`config.mk`:
```
export PLATFORM = sky130hd
export DESIGN_NAME = letc_core_stage_memory1
export DESIGN_NICKNAME = d
export VERILOG_FILES = /design/src/rtl/letc_core_pkg.sv /design/src/rtl/letc_core_lsu_align.sv /design/src/rtl/letc_core_stage_memory1.sv
export SDC_FILE = /design/constraint.sdc
export NUM_CORES = 1
export LEC_CHECK = 0
export ABC_AREA = 1
export CORE_AREA = 2 2 114 116
export DETAILED_ROUTE_END_ITERATION = 8
export DIE_AREA = 0 0 116 118
export MAX_ROUTING_LAYER = met4
export PLACE_DENSITY = 0.81
export SETUP_SLACK_MARGIN = 0.05
export SLEW_MARGIN = 0
export SYNTH_ARGS = -nofsm -noshare
export SYNTH_HDL_FRONTEND = slang
export SYNTH_SLANG_ARGS = --single-unit
```
`constraint.sdc`:
```
create_clock -name clk -period 5.6 [get_ports clk]
set_clock_uncertainty 0.15 [all_clocks]
set_input_delay 0.56 -clock clk [delete_from_list [all_inputs] [get_ports clk]]
set_output_delay 0.56 -clock clk [all_outputs]
set_load 0.05 [all_outputs]
```
`src/rtl/letc_core_pkg.sv`:
```
// Shared types for the LETC core pipeline.
//   mem_op_e / mem_size_e : memory operation kind and access width
//   e_to_m1_s             : execute -> memory1 stage payload
//   m1_to_m2_s            : memory1 -> memory2 stage payload (adds misalignment flags)
//   base_strb()           : unshifted byte-strobe pattern for an access width
package letc_core_pkg;

    typedef enum logic [1:0] {
        MEM_OP_NOP,
        MEM_OP_LOAD,
        MEM_OP_STORE,
        MEM_OP_AMO
    } mem_op_e;

    typedef enum logic [1:0] {
        MEM_SIZE_BYTE,
        MEM_SIZE_HALF,
        MEM_SIZE_WORD
    } mem_size_e;

    typedef struct packed {
        logic [31:0] pc;
        logic [4:0]  rd_idx;
        logic        rd_we;
        logic [31:0] alu_result;
        logic [31:0] rs2_val;
        mem_op_e     mem_op;
        mem_size_e   mem_size;
        logic        mem_signed;
    } e_to_m1_s;

    typedef struct packed {
        logic [31:0] pc;
        logic [4:0]  rd_idx;
        logic        rd_we;
        logic [31:0] alu_result;
        logic [31:0] rs2_val;
        mem_op_e     mem_op;
        mem_size_e   mem_size;
        logic        mem_signed;
        logic        ld_misaligned;
        logic        st_misaligned;
    } m1_to_m2_s;

    function automatic logic [3:0] base_strb(mem_size_e size);
        case (size)
            MEM_SIZE_BYTE: base_strb = 4'b0001;
            MEM_SIZE_HALF: base_strb = 4'b0011;
            default:       base_strb = 4'b1111;
        endcase
    endfunction

endpackage

```
`src/rtl/letc_core_lsu_align.sv`:
```
// Combinational load/store alignment helper.
//   addr_lo_i    : low two bits of the byte address
//   mem_op_i     : memory operation (NOP never reports misalignment)
//   mem_size_i   : access width (ignored for AMO, which is always a word)
//   rs2_val_i    : store data before lane shifting
//   misaligned_o : access does not sit on its natural boundary
//   wstrb_o      : byte strobes, zero for anything that is not a store
//   wdata_o      : store data shifted into its byte lane
module letc_core_lsu_align
    import letc_core_pkg::*;
(
    input  logic [1:0]  addr_lo_i,
    input  mem_op_e     mem_op_i,
    input  mem_size_e   mem_size_i,
    input  logic [31:0] rs2_val_i,
    output logic        misaligned_o,
    output logic [3:0]  wstrb_o,
    output logic [31:0] wdata_o
);

    mem_size_e eff_size;

    always_comb begin
        eff_size = (mem_op_i == MEM_OP_AMO) ? MEM_SIZE_WORD : mem_size_i;

        misaligned_o = 1'b0;
        case (eff_size)
            MEM_SIZE_HALF: misaligned_o = addr_lo_i[0];
            MEM_SIZE_WORD: misaligned_o = |addr_lo_i;
            default:       misaligned_o = 1'b0;
        endcase
        if (mem_op_i == MEM_OP_NOP) begin
            misaligned_o = 1'b0;
        end

        wdata_o = rs2_val_i << {addr_lo_i, 3'b000};
        wstrb_o = (mem_op_i == MEM_OP_STORE) ? (base_strb(eff_size) << addr_lo_i) : 4'b0000;
    end

endmodule

```
`src/rtl/letc_core_stage_memory1.sv`:
```
// LETC core memory stage 1: issues data-memory requests and forwards to M2.
//   clk, rst_n          : clock (rising edge) and asynchronous active-low reset
//   m1_ready            : stage can accept a new instruction this cycle
//   m1_flush / m1_stall : kill / hold the instruction held in M1
//   e_to_m1_valid/_to_m1: upstream instruction and payload
//   m1_to_m2_valid/_to_m2: downstream instruction and payload
//   dmem_req_*          : data-memory request channel (valid/ready handshake)
module letc_core_stage_memory1
    import letc_core_pkg::*;
(
    input  logic        clk,
    input  logic        rst_n,
    output logic        m1_ready,
    input  logic        m1_flush,
    input  logic        m1_stall,
    input  logic        e_to_m1_valid,
    input  e_to_m1_s    e_to_m1,
    output logic        m1_to_m2_valid,
    output m1_to_m2_s   m1_to_m2,
    output logic        dmem_req_valid,
    input  logic        dmem_req_ready,
    output logic [31:0] dmem_req_addr,
    output logic        dmem_req_we,
    output logic [31:0] dmem_req_wdata,
    output logic [3:0]  dmem_req_wstrb
);

    // StWait: request presented, not accepted. StHeld: accepted, output stalled.
    // StDrain: flushed while the request is still outstanding.
    typedef enum logic [1:0] {StIdle, StWait, StHeld, StDrain} state_e;

    state_e    state_q, state_d;
    logic      valid_q, valid_d;
    e_to_m1_s  payload_q;
    logic      capture;
    logic      clear_valid;
    logic      mem_instr;
    logic      misaligned;
    logic      aligned_mem;

    letc_core_lsu_align u_align (
        .addr_lo_i    (payload_q.alu_result[1:0]),
        .mem_op_i     (payload_q.mem_op),
        .mem_size_i   (payload_q.mem_size),
        .rs2_val_i    (payload_q.rs2_val),
        .misaligned_o (misaligned),
        .wstrb_o      (dmem_req_wstrb),
        .wdata_o      (dmem_req_wdata)
    );

    assign capture       = !m1_stall && m1_ready;
    assign mem_instr     = valid_q && (payload_q.mem_op != MEM_OP_NOP);
    assign aligned_mem   = mem_instr && !misaligned;
    // Request fields come straight from the payload flop, so they stay stable
    // for as long as the stage refuses new input (WAIT/DRAIN).
    assign dmem_req_addr = payload_q.alu_result;
    assign dmem_req_we   = (payload_q.mem_op == MEM_OP_STORE);

    always_comb begin
        state_d        = state_q;
        dmem_req_valid = 1'b0;
        m1_to_m2_valid = 1'b0;
        m1_ready       = 1'b1;
        clear_valid    = 1'b0;
        unique case (state_q)
            StIdle: begin
                clear_valid = m1_flush;
                if (aligned_mem && !m1_stall && !m1_flush) begin
                    dmem_req_valid = 1'b1;
                    if (dmem_req_ready) begin
                        m1_to_m2_valid = 1'b1;
                    end else begin
                        m1_ready = 1'b0;
                        state_d  = StWait;
                    end
                end else if (valid_q && !aligned_mem) begin
                    // Non-memory or misaligned: pass through, no request.
                    m1_to_m2_valid = !m1_stall && !m1_flush;
                end
            end
            StWait: begin
                m1_ready       = 1'b0;
                dmem_req_valid = 1'b1;
                if (dmem_req_ready) begin
                    if (m1_flush) begin
                        // Accepted and killed together: nothing left to drain.
                        state_d     = StIdle;
                        clear_valid = 1'b1;
                    end else if (m1_stall) begin
                        state_d = StHeld;
                    end else begin
                        m1_to_m2_valid = 1'b1;
                        state_d        = StIdle;
                        clear_valid    = 1'b1;
                    end
                end else if (m1_flush) begin
                    state_d     = StDrain;
                    clear_valid = 1'b1;
                end
            end
            StHeld: begin
                if (m1_flush) begin
                    state_d     = StIdle;
                    clear_valid = 1'b1;
                end else if (!m1_stall) begin
                    m1_to_m2_valid = 1'b1;
                    state_d        = StIdle;
                    clear_valid    = 1'b1;
                end
            end
            StDrain: begin
                m1_ready       = 1'b0;
                dmem_req_valid = 1'b1;
                if (dmem_req_ready) begin
                    state_d = StIdle;
                end
            end
            default: state_d = StIdle;
        endcase
    end

    always_comb begin
        if (capture) begin
            valid_d = e_to_m1_valid;
        end else if (clear_valid) begin
            valid_d = 1'b0;
        end else begin
            valid_d = valid_q;
        end
    end

    always_comb begin
        m1_to_m2.pc            = payload_q.pc;
        m1_to_m2.rd_idx        = payload_q.rd_idx;
        m1_to_m2.rd_we         = payload_q.rd_we;
        m1_to_m2.alu_result    = payload_q.alu_result;
        m1_to_m2.rs2_val       = payload_q.rs2_val;
        m1_to_m2.mem_op        = payload_q.mem_op;
        m1_to_m2.mem_size      = payload_q.mem_size;
        m1_to_m2.mem_signed    = payload_q.mem_signed;
        m1_to_m2.ld_misaligned = mem_instr && misaligned && (payload_q.mem_op != MEM_OP_STORE);
        m1_to_m2.st_misaligned = mem_instr && misaligned && (payload_q.mem_op == MEM_OP_STORE);
    end

    always_ff @(posedge clk or negedge rst_n) begin
        if (!rst_n) begin
            state_q <= StIdle;
            valid_q <= 1'b0;
        end else begin
            state_q <= state_d;
            valid_q <= valid_d;
        end
    end

    // Payload carries no reset; valid_q qualifies it.
    always_ff @(posedge clk) begin
        if (capture) begin
            payload_q <= e_to_m1;
        end
    end

endmodule
```
Word-level counts from Yosys, hierarchy flattened
Cells that the tools add are included.

word-level totals
  flip-flop bits (word level) = 110
  bits of input ports = 113
  word-level logic and storage cells = 79

operators by class
  eq/ne operators = 13
  shifts and indexed selects = 2
  mux-type cells = 32
  reduce and logical (&&, ||, !) cells = 22

operators by type and width
  kind                                           count
  << shifter 32 x 5 -> 32 bit                    1
  2-to-1 mux 2 bit                               10
  2-to-1 mux 1 bit                               14
  == test 2 bit, second input constant           5
  logical AND 1 bit                              10
  inequality test 2 bit, second input constant   4
  case mux 2 bit (4 select lines)                1
  case mux 4 bit (2 select lines)                1
  logical NOT 2 bit                              3
  inequality test 3 bit, second input constant   2
  case mux 1 bit (2 select lines)                3
  case mux 1 bit (3 select lines)                2
  AND reduction 5 bit                            1
  == test 2 x 1 -> 1 bit, second input constant  2
  logical NOT 1 bit                              4
  2-to-1 mux 4 bit                               1
  nonzero test 2 bit                             2
  OR reduction 2 bit                             2
  << shifter 4 x 2 -> 4 bit                      1

Logic depth before layout (Yosys ltp)
  depth after elaboration = 13
  gate-level depth with buffers = 11
  gate-level depth less buffers = 11

Hierarchy
A second synthesis with hierarchy kept.

second synthesis, totals
  cell total of the unflattened synthesis = 383
  area total of the unflattened synthesis = 4621.9 sq um

by module, submodules not included
  module                   times used  cells each  area an instance (sq um)  seq. area each (sq um)
  letc_core_stage_memory1  1           196         3798.6                    3288.2
  letc_core_lsu_align      1           187         823.3                     0.0

Least setup slack after synthesis
Ideal clock, no wire load.

  path kind = register to register
  start = reg payload_q, in the netlist m1_to_m2[6]
  end = reg payload_q, in the netlist dmem_req_addr[0], enable pin
  library setup time = 0.461 ns
  data arrival time = 3.813 ns
  path slack = 1.176 ns
  stages on the path, launching flop included = 9
  path buffers = 0
  period minus slack after synthesis = 4.424 ns
  cells stage by stage = edfxtp_1 > inv_1 > o21ai_0 > ha_1 > nor2_2 > nand3_2 > nand4_2 > nand3_2 > inv_1

between the ends
  word-level cells in the longest chain between the ends = 12
  elaborated cells between the ends (all ways) = 16

ends and longest elaborated chain
  item                                                            line                            source
  start, declared                                                 letc_core_stage_memory1.sv:34   e_to_m1_s payload_q;
  start signal, assigned                                          letc_core_stage_memory1.sv:158  payload_q <= e_to_m1;
  == test 2 bit                                                   letc_core_lsu_align.sv:24       eff_size = (mem_op_i == MEM_OP_AMO) ? MEM_SIZE_WORD : mem_size_i;
  2-to-1 mux 2 bit                                                letc_core_lsu_align.sv:24
  == test 2 bit / == test 2 x 1 -> 1 bit (equally long branches)  letc_core_lsu_align.sv:27       case (eff_size)
  case mux 1 bit (2 select lines)                                 letc_core_lsu_align.sv:27
  2-to-1 mux 1 bit                                                letc_core_lsu_align.sv:32       if (mem_op_i == MEM_OP_NOP) begin
  logical NOT 1 bit                                               letc_core_stage_memory1.sv:53   assign aligned_mem = mem_instr && !misaligned;
  logical AND 1 bit *                                             letc_core_stage_memory1.sv:53
  logical AND 1 bit * (2 in series)                               letc_core_stage_memory1.sv:68   if (aligned_mem && !m1_stall && !m1_flush) begin
  2-to-1 mux 1 bit *                                              letc_core_stage_memory1.sv:68
  case mux 1 bit (2 select lines) *                               letc_core_stage_memory1.sv:65   unique case (state_q)
  logical AND 1 bit *                                             letc_core_stage_memory1.sv:51   assign capture = !m1_stall && m1_ready;
  net capture                                                     letc_core_stage_memory1.sv:35   logic capture;

The timed path passes the listed nets; every way through them passes the cells marked *.
A chain may end at the register's enable or synchronous reset.

Final worst setup path
  start = reg payload_q, in the netlist m1_to_m2[5]
  end = out m1_to_m2_valid

between the ends
  word-level cells in the longest chain between the ends = 12
  elaborated cells between the ends (all ways) = 18

ends and longest elaborated chain
  item                                                            line                           source
  == test 2 bit                                                   letc_core_lsu_align.sv:24
  2-to-1 mux 2 bit                                                letc_core_lsu_align.sv:24
  == test 2 bit / == test 2 x 1 -> 1 bit (equally long branches)  letc_core_lsu_align.sv:27
  case mux 1 bit (2 select lines)                                 letc_core_lsu_align.sv:27
  2-to-1 mux 1 bit                                                letc_core_lsu_align.sv:32
  logical NOT 1 bit                                               letc_core_stage_memory1.sv:53
  logical AND 1 bit *                                             letc_core_stage_memory1.sv:53
  logical NOT 1 bit                                               letc_core_stage_memory1.sv:76  end else if (valid_q && !aligned_mem) begin
  logical AND 1 bit                                               letc_core_stage_memory1.sv:76
  2-to-1 mux 1 bit                                                letc_core_stage_memory1.sv:76
  2-to-1 mux 1 bit *                                              letc_core_stage_memory1.sv:68
  case mux 1 bit (3 select lines) *                               letc_core_stage_memory1.sv:65
  end, declared                                                   letc_core_stage_memory1.sv:18  output logic m1_to_m2_valid,

Mark *: on every way between the ends. The rest lies on a longest branch, timed or not.

==> impl_metrics.tcl <==
set metrics [dict create \
    outcome "completed" \
    total_power_w 0.00332 \
    tns_ns 0 \
    postRouteAntennaNets 0 \
    finish.utilization_pct 60.5 \
    path_max_fanout 5 \
    synth_top_area_share_pct 73.4 \
    synth_xor_area_share_pct 0 \
    synth_cell_types 26 \
    grt_usage_pct 20.9 \
    boundaryPins 294 \
    cts_inserted_buffers 9 \
    avgSynthCellArea_um2 14.1 \
    ctsRootBufferMaster "clkbuf_16" \
    cts_setup_buffers 0 \
    hold_viol_final 0 \
    placement.io_buffers 293 \
    cp-end-kind "primary output" \
    critPathRequiredTime_ns 4.89 \
    drt-pass1-iter-count 5 \
    ys_ff_latch 110 \
    fp.dieW_um 116 \
    drc_errors 0 \
    area_growth_pct 71.5 \
    vias_per_cell 4.71 \
    worst_slack_ns 1.95 \
    cp_data_arrival_time_ns 2.94 \
    worstMarginPinSlew_ns 0.997 \
    cts_resized 0 \
    setup_violations 0 \
    synth_area_um2 4380 \
    drive_above_1_share_pct 4.32 \
    cts.sinks 110 \
    vias 3534 \
    final_nets 691 \
    clk_latency_ns 0.34 \
    clockBufferDepth 2 \
    core-area_um2 12400 \
    dp_hpwl_um 10800 \
    htreeDepth 3 \
    p_leak_nw 2.74 \
    startpoint_type "register" \
    n_fill_cell 984 \
    syn_nets 426 \
    detailedPlace.worstSlack_ns 2.16 \
    synthMuxAreaShare_pct 0 \
    die_area_um2 13700 \
    synth_area_leaders "edfxtp_1, buf_4, nor2_1" \
    ctsHoldBuffers 0 \
    power.density_nw_per_um2 443 \
    clk_pin_slew_worst_paths_ns 0.07 \
    period_needed_ns 3.65 \
    synth_fa_ha_area_share_pct 0.858 \
    routed_wl_um 14100 \
    rows 41 \
    min_path_type "input pin to async pin" \
    synth_top_cell_by_area "edfxtp_1" \
    start_util_pct 35.3 \
    grt_pass1_wl_um 20700 \
    worst_hold_slack_ns 0.241 \
    cap_viol_max_count 0 \
    synth_compound_area_share_pct 7.43 \
    slew_headroom_pct 33.6 \
    antenna_found_initial 0 \
    drt-initial-drc-count 288 \
    synthCells 310 \
    synthSimpleGateAreaFrac_pct 7.35 \
    layout_common_cells "clkdlybuf4s50_1, edfxtp_1, nor2_1" \
    maxSlewViolCount 0 \
    die_y_um 118 \
    cts_tree "built" \
    rsz0062_at_grt "no" \
    final_common_cell "clkdlybuf4s50_1" \
    critPathKind "register to primary output" \
    place.gp.congestion 0.932 \
    fmax_mhz 274 \
    diodes 0 \
    wl_per_cell_um 18.7 \
    overflow 0 \
    synth_top_family_by_area "buffers and inverters" \
    grt_max_degree 81 \
    yosysWarningCount 0 \
    first_global_vias 3639 \
    post-route-period-util_pct 65.1 \
    ir_drop_mv 0.224 \
    synth-seq-area-share_pct 75.1 \
]
==> sequential cells by signal (all words and copies together) (netlist names) <==
name and count:
m1_to_m2 75, valid_q 1, state_q 2, dmem_req_addr 32
==> cells by family (layout without fill, tap and decap cells) <==
logic type,Yosys count,in the layout
and+or+nand+nor,74,74
adders and majority gates,3,3
AOI/OAI and AO/OA,55,55
DFF,110,110
buffers and inverters,68,337
==> stage by stage <==
step | instance area, µm² | instances
final | 7510 | 751
after global routing | 7510 | 751
after CTS | 7510 | 751
after detailed placement | 7240 | 736
after global placement | 7240 | 736
after floorplan | 4380 | 310
==> power by group <==
| part | leakage [nW] | switching [W] | internal (W) |
|---|---|---|---|
| clock network | 0.127 | 0.000292 | 0.000301 |
| logic | 1.54 | 0.00109 | 0.000473 |
| registers | 1.08 | 0.0000783 | 0.00108 |
==> path summary, 6_finish.rpt <==
path / start / to / slack [ns] / cells past startpoint
max: m1_to_m2[5] / m1_to_m2_valid / 1.95 / 9
min in group clk: state_q[0] / state_q[1] / 0.54 / 2
min reg2reg: state_q[0] / state_q[1] / 0.54 / 2
min: rst_n / state_q[0] / 0.24 / 1
max reg2reg: m1_to_m2[5] / dmem_req_addr[19] / 2.18 / 9
max in group asynchronous: rst_n / state_q[1] / 4.92 / 1
==> final cells by class <==
class,count,area (µm²),area share (%)
multi-input cells,132,684,9.12
well taps,172,215,2.87
repair buffers,296,2960,39.4
inverters,26,100,1.33
clock buffers,10,229,3.05
clock inverters,5,33.8,0.450
flip-flops and latches,110,3290,43.8
==> critical path: stages (launching register included) <==
cell	delay, ns
edfxtp_1	0.46
a21oi_1	0.34
inv_1	0.11
ha_1	0.29
nor2_2	0.14
nand3_2	0.12
nand3_1	0.12
nand2_1	0.07
a21oi_1	0.13
clkdlybuf4s50_1	0.82
==> routing by layer <==
layer,part of all wire (%),GRT usage [%],up-vias
met1,38,23.7,1672
met2,52,35.5,228
li1,-,-,1602
met5,0,-,-
met4,2.5,8.33,0
met3,7.8,4.89,32
==> synth_stat cells <==
cell type / n
a211oi_1: 4
a21oi_1: 13
a22oi_1: 8
a31oi_1: 2
buf_2: 4
buf_4: 36
buf_6: 1
clkbuf_2: 1
dfrtp_1: 3
edfxtp_1: 107
ha_1: 3
inv_1: 24
inv_2: 2
nand2_1: 27
nand3_1: 2
nand3_2: 2
nand4_1: 2
nand4_2: 1
nor2_1: 35
nor2_2: 2
nor2_4: 1
nor3_1: 2
o211ai_1: 1
o21ai_0: 19
o22ai_1: 6
o32ai_1: 2
Note: power is estimated with default switching activity, not from simulation.
==> RTL change (config.mk and constraints unchanged) <==
Make the reset (`rst_n`) synchronous in one clocked block. Comments in the files are not updated.
--- a/src/rtl/letc_core_stage_memory1.sv
+++ b/src/rtl/letc_core_stage_memory1.sv
@@ -144,3 +144,3 @@
 
-    always_ff @(posedge clk or negedge rst_n) begin
+    always_ff @(posedge clk) begin
         if (!rst_n) begin
Check against the original RTL: differs if rst_n is asserted again (counterexample within 4 cycles, from zero or initial values and one cycle with rst_n low); with rst_n held inactive, the same outputs for 10 cycles.
==> RTL change against the unedited design <==
  * Fmax is 0.16% lower
  * Register-to-register slack got worse by 0.23 ns
  * Design area grew 1.2%
  * Setup slack got worse by 0.0059 ns
  * Total power is 44% higher
  * Wire length increased by 1.2%
  * Area after synthesis increased by 0.20%
  * Sequential cell count unchanged
  * Highest routed layer unchanged
==> RTL change: results (changes against the unedited design) <==
run status=completed (unchanged); Finished Layout Cells=765 (was 751); CP max FO=36 (was 5); antenna violations before repair=0 (unchanged); pin count of the biggest net entering global routing=39 (was 81); syn_nets=437 (was 426); register area share after synthesis=74.6% (was 75.1%); layout cells sized above 1=4.55% (was 4.32%); Via density=4.68 (was 4.71); GPL Wtd Cong=0.969 (was 0.932); Top FF cell, synth=edfxtp_1 (unchanged); number of flip-flops in the largest register=75 (unchanged); Fillers=1,004 (was 984); I/O Buffers=293 (unchanged); final net count=704 (was 691); Ys Warns=0 (unchanged); global-route wire length before repair=20,800 um (was 20,700 um); worst hold-check path type=reg -> reg (was in -> async); post-synthesis cell type count=27 (was 26); clock slew at reported path FFs=0.07 ns (about the same); Inserted Clock Buffers=9 (unchanged); Post-Syn Instances=321 (was 310); initial DRC count=243 (was 288); total iterations of the first detailed-routing run=5 (unchanged); n_diodes=0 (unchanged); Psw=2.37 mW (was 1.46 mW); Pleak=2.78 nW (was 2.74 nW); Synth area leaders=edfxtp_1 (73%), buf_4 (5.5%), nor2_1 (3.7%), nand2_1 (2.4%), inv_1 (2.2%) (was edfxtp_1 (73%), buf_4 (6.2%), nor2_1 (3.0%), nand2_1 (2.3%), o21ai_0 (2.2%)); GRT Util Overall=21.1% (was 20.9%); root buffer cell=clkbuf_16 (unchanged); most common library cells after synthesis=edfxtp_1 (107), nor2_1 (43), buf_4 (32), nand2_1 (28), inv_1 (26) (was edfxtp_1 (107), buf_4 (36), nor2_1 (35), nand2_1 (27), inv_1 (24)); dpl cells=749 (was 736); Worst VDD drop=0.320 mV (was 0.224 mV); relative slew slack=25.8% (was 33.6%); Post-synth ARST share=0% (was 2.73%); Post-synth EDFFs=107 (unchanged); WL final=14,200 um (was 14,100 um); post-CTS setup buffer count=0 (unchanged); vias in the first global route=3,697 (was 3,639); DP Wirelength=11,200 um (was 10,800 um); Clock Latency Late Sink=0.34 ns (about the same); Worst Path Arrival=2.94 ns (about the same); post-CTS sizing=0 (unchanged)
## RTL change: cell types whose count changed after synthesis, moves of 3 or more
cell | unedited run | this run
nand3_1 | 2 | 5
buf_4 | 36 | 32
dfxtp_1 | 0 | 3
dfrtp_1 | 3 | 0
nor2_1 | 35 | 43
## RTL change: per-stage QoR
step / cell area (um^2) / setup WS, ns / total power [mW] / hold slack, ns
after floorplan: 4390 / 0.139 / 3.23 / 0.425
final: 7600 / 1.95 / 4.78 / 0.497
after detailed placement: 7290 / 1.89 / 4.13 / 0.485
after global routing: 7600 / 1.60 / 4.94 / 0.564
after CTS: 7600 / 1.89 / 4.81 / 0.494
after global placement: 7290 / 2.03 / 4.09 / 0.451
## RTL change: area by class of cell
type / count / area share [%]
multi-input combinational: 141 / 9.55
clock inverter: 4 / 0.972
sequential: 110 / 43.1
timing repair buffer: 297 / 39.0
inverter: 29 / 1.43
clock buffer: 12 / 3.11
tap: 172 / 2.83
## RTL change: cells by family after synthesis
logic type | synth area share (%)
flip-flops | 74.6
AND/OR/NAND/NOR | 8.36
buffers and inverters | 9.07
AO/OA/AOI/OAI | 7.08
adder cells (fa/ha/maj) | 0.856
## RTL change: path summary, 6_finish.rpt
kind | start | endpoint | slack [ns] | cells past startpoint
hold reg to reg | valid_q | valid_q | 0.50 | 4
setup / recovery | dmem_req_addr[0] | dmem_req_wdata[16] | 1.95 | 5
setup reg to reg | m1_to_m2[5] | m1_to_m2[5] | 1.95 | 9
hold / removal | valid_q | valid_q | 0.50 | 4
## RTL change: critical path: stages (launching register included)
cell and delay (ns):
edfxtp_1 0.36, buf_4 0.35, clkinv_1 0.49, nand2_1 0.47, o22ai_1 0.17, clkdlybuf4s50_1 0.74
## RTL change: metal layers
| layer | up-vias | routed length [um] | GRT usage (%) |
|---|---|---|---|
| li1 | 1636 | - | - |
| met1 | 1694 | 5250 | 23.5 |
| met2 | 207 | 7470 | 35.9 |
| met3 | 47 | 1040 | 4.74 |
| met4 | 0 | 487 | 9.60 |
| met5 | - | 0 | - |
## RTL change: power by group through the flow
stage | registers, mW | logic (mW) | clock network, mW
floorplan | 2.15 | 1.07 | 0
CTS | 1.34 | 2.78 | 0.688
finish | 1.34 | 2.77 | 0.669
global placement | 1.35 | 2.75 | 0
detailed placement | 1.36 | 2.77 | 0
global route | 1.37 | 2.86 | 0.709
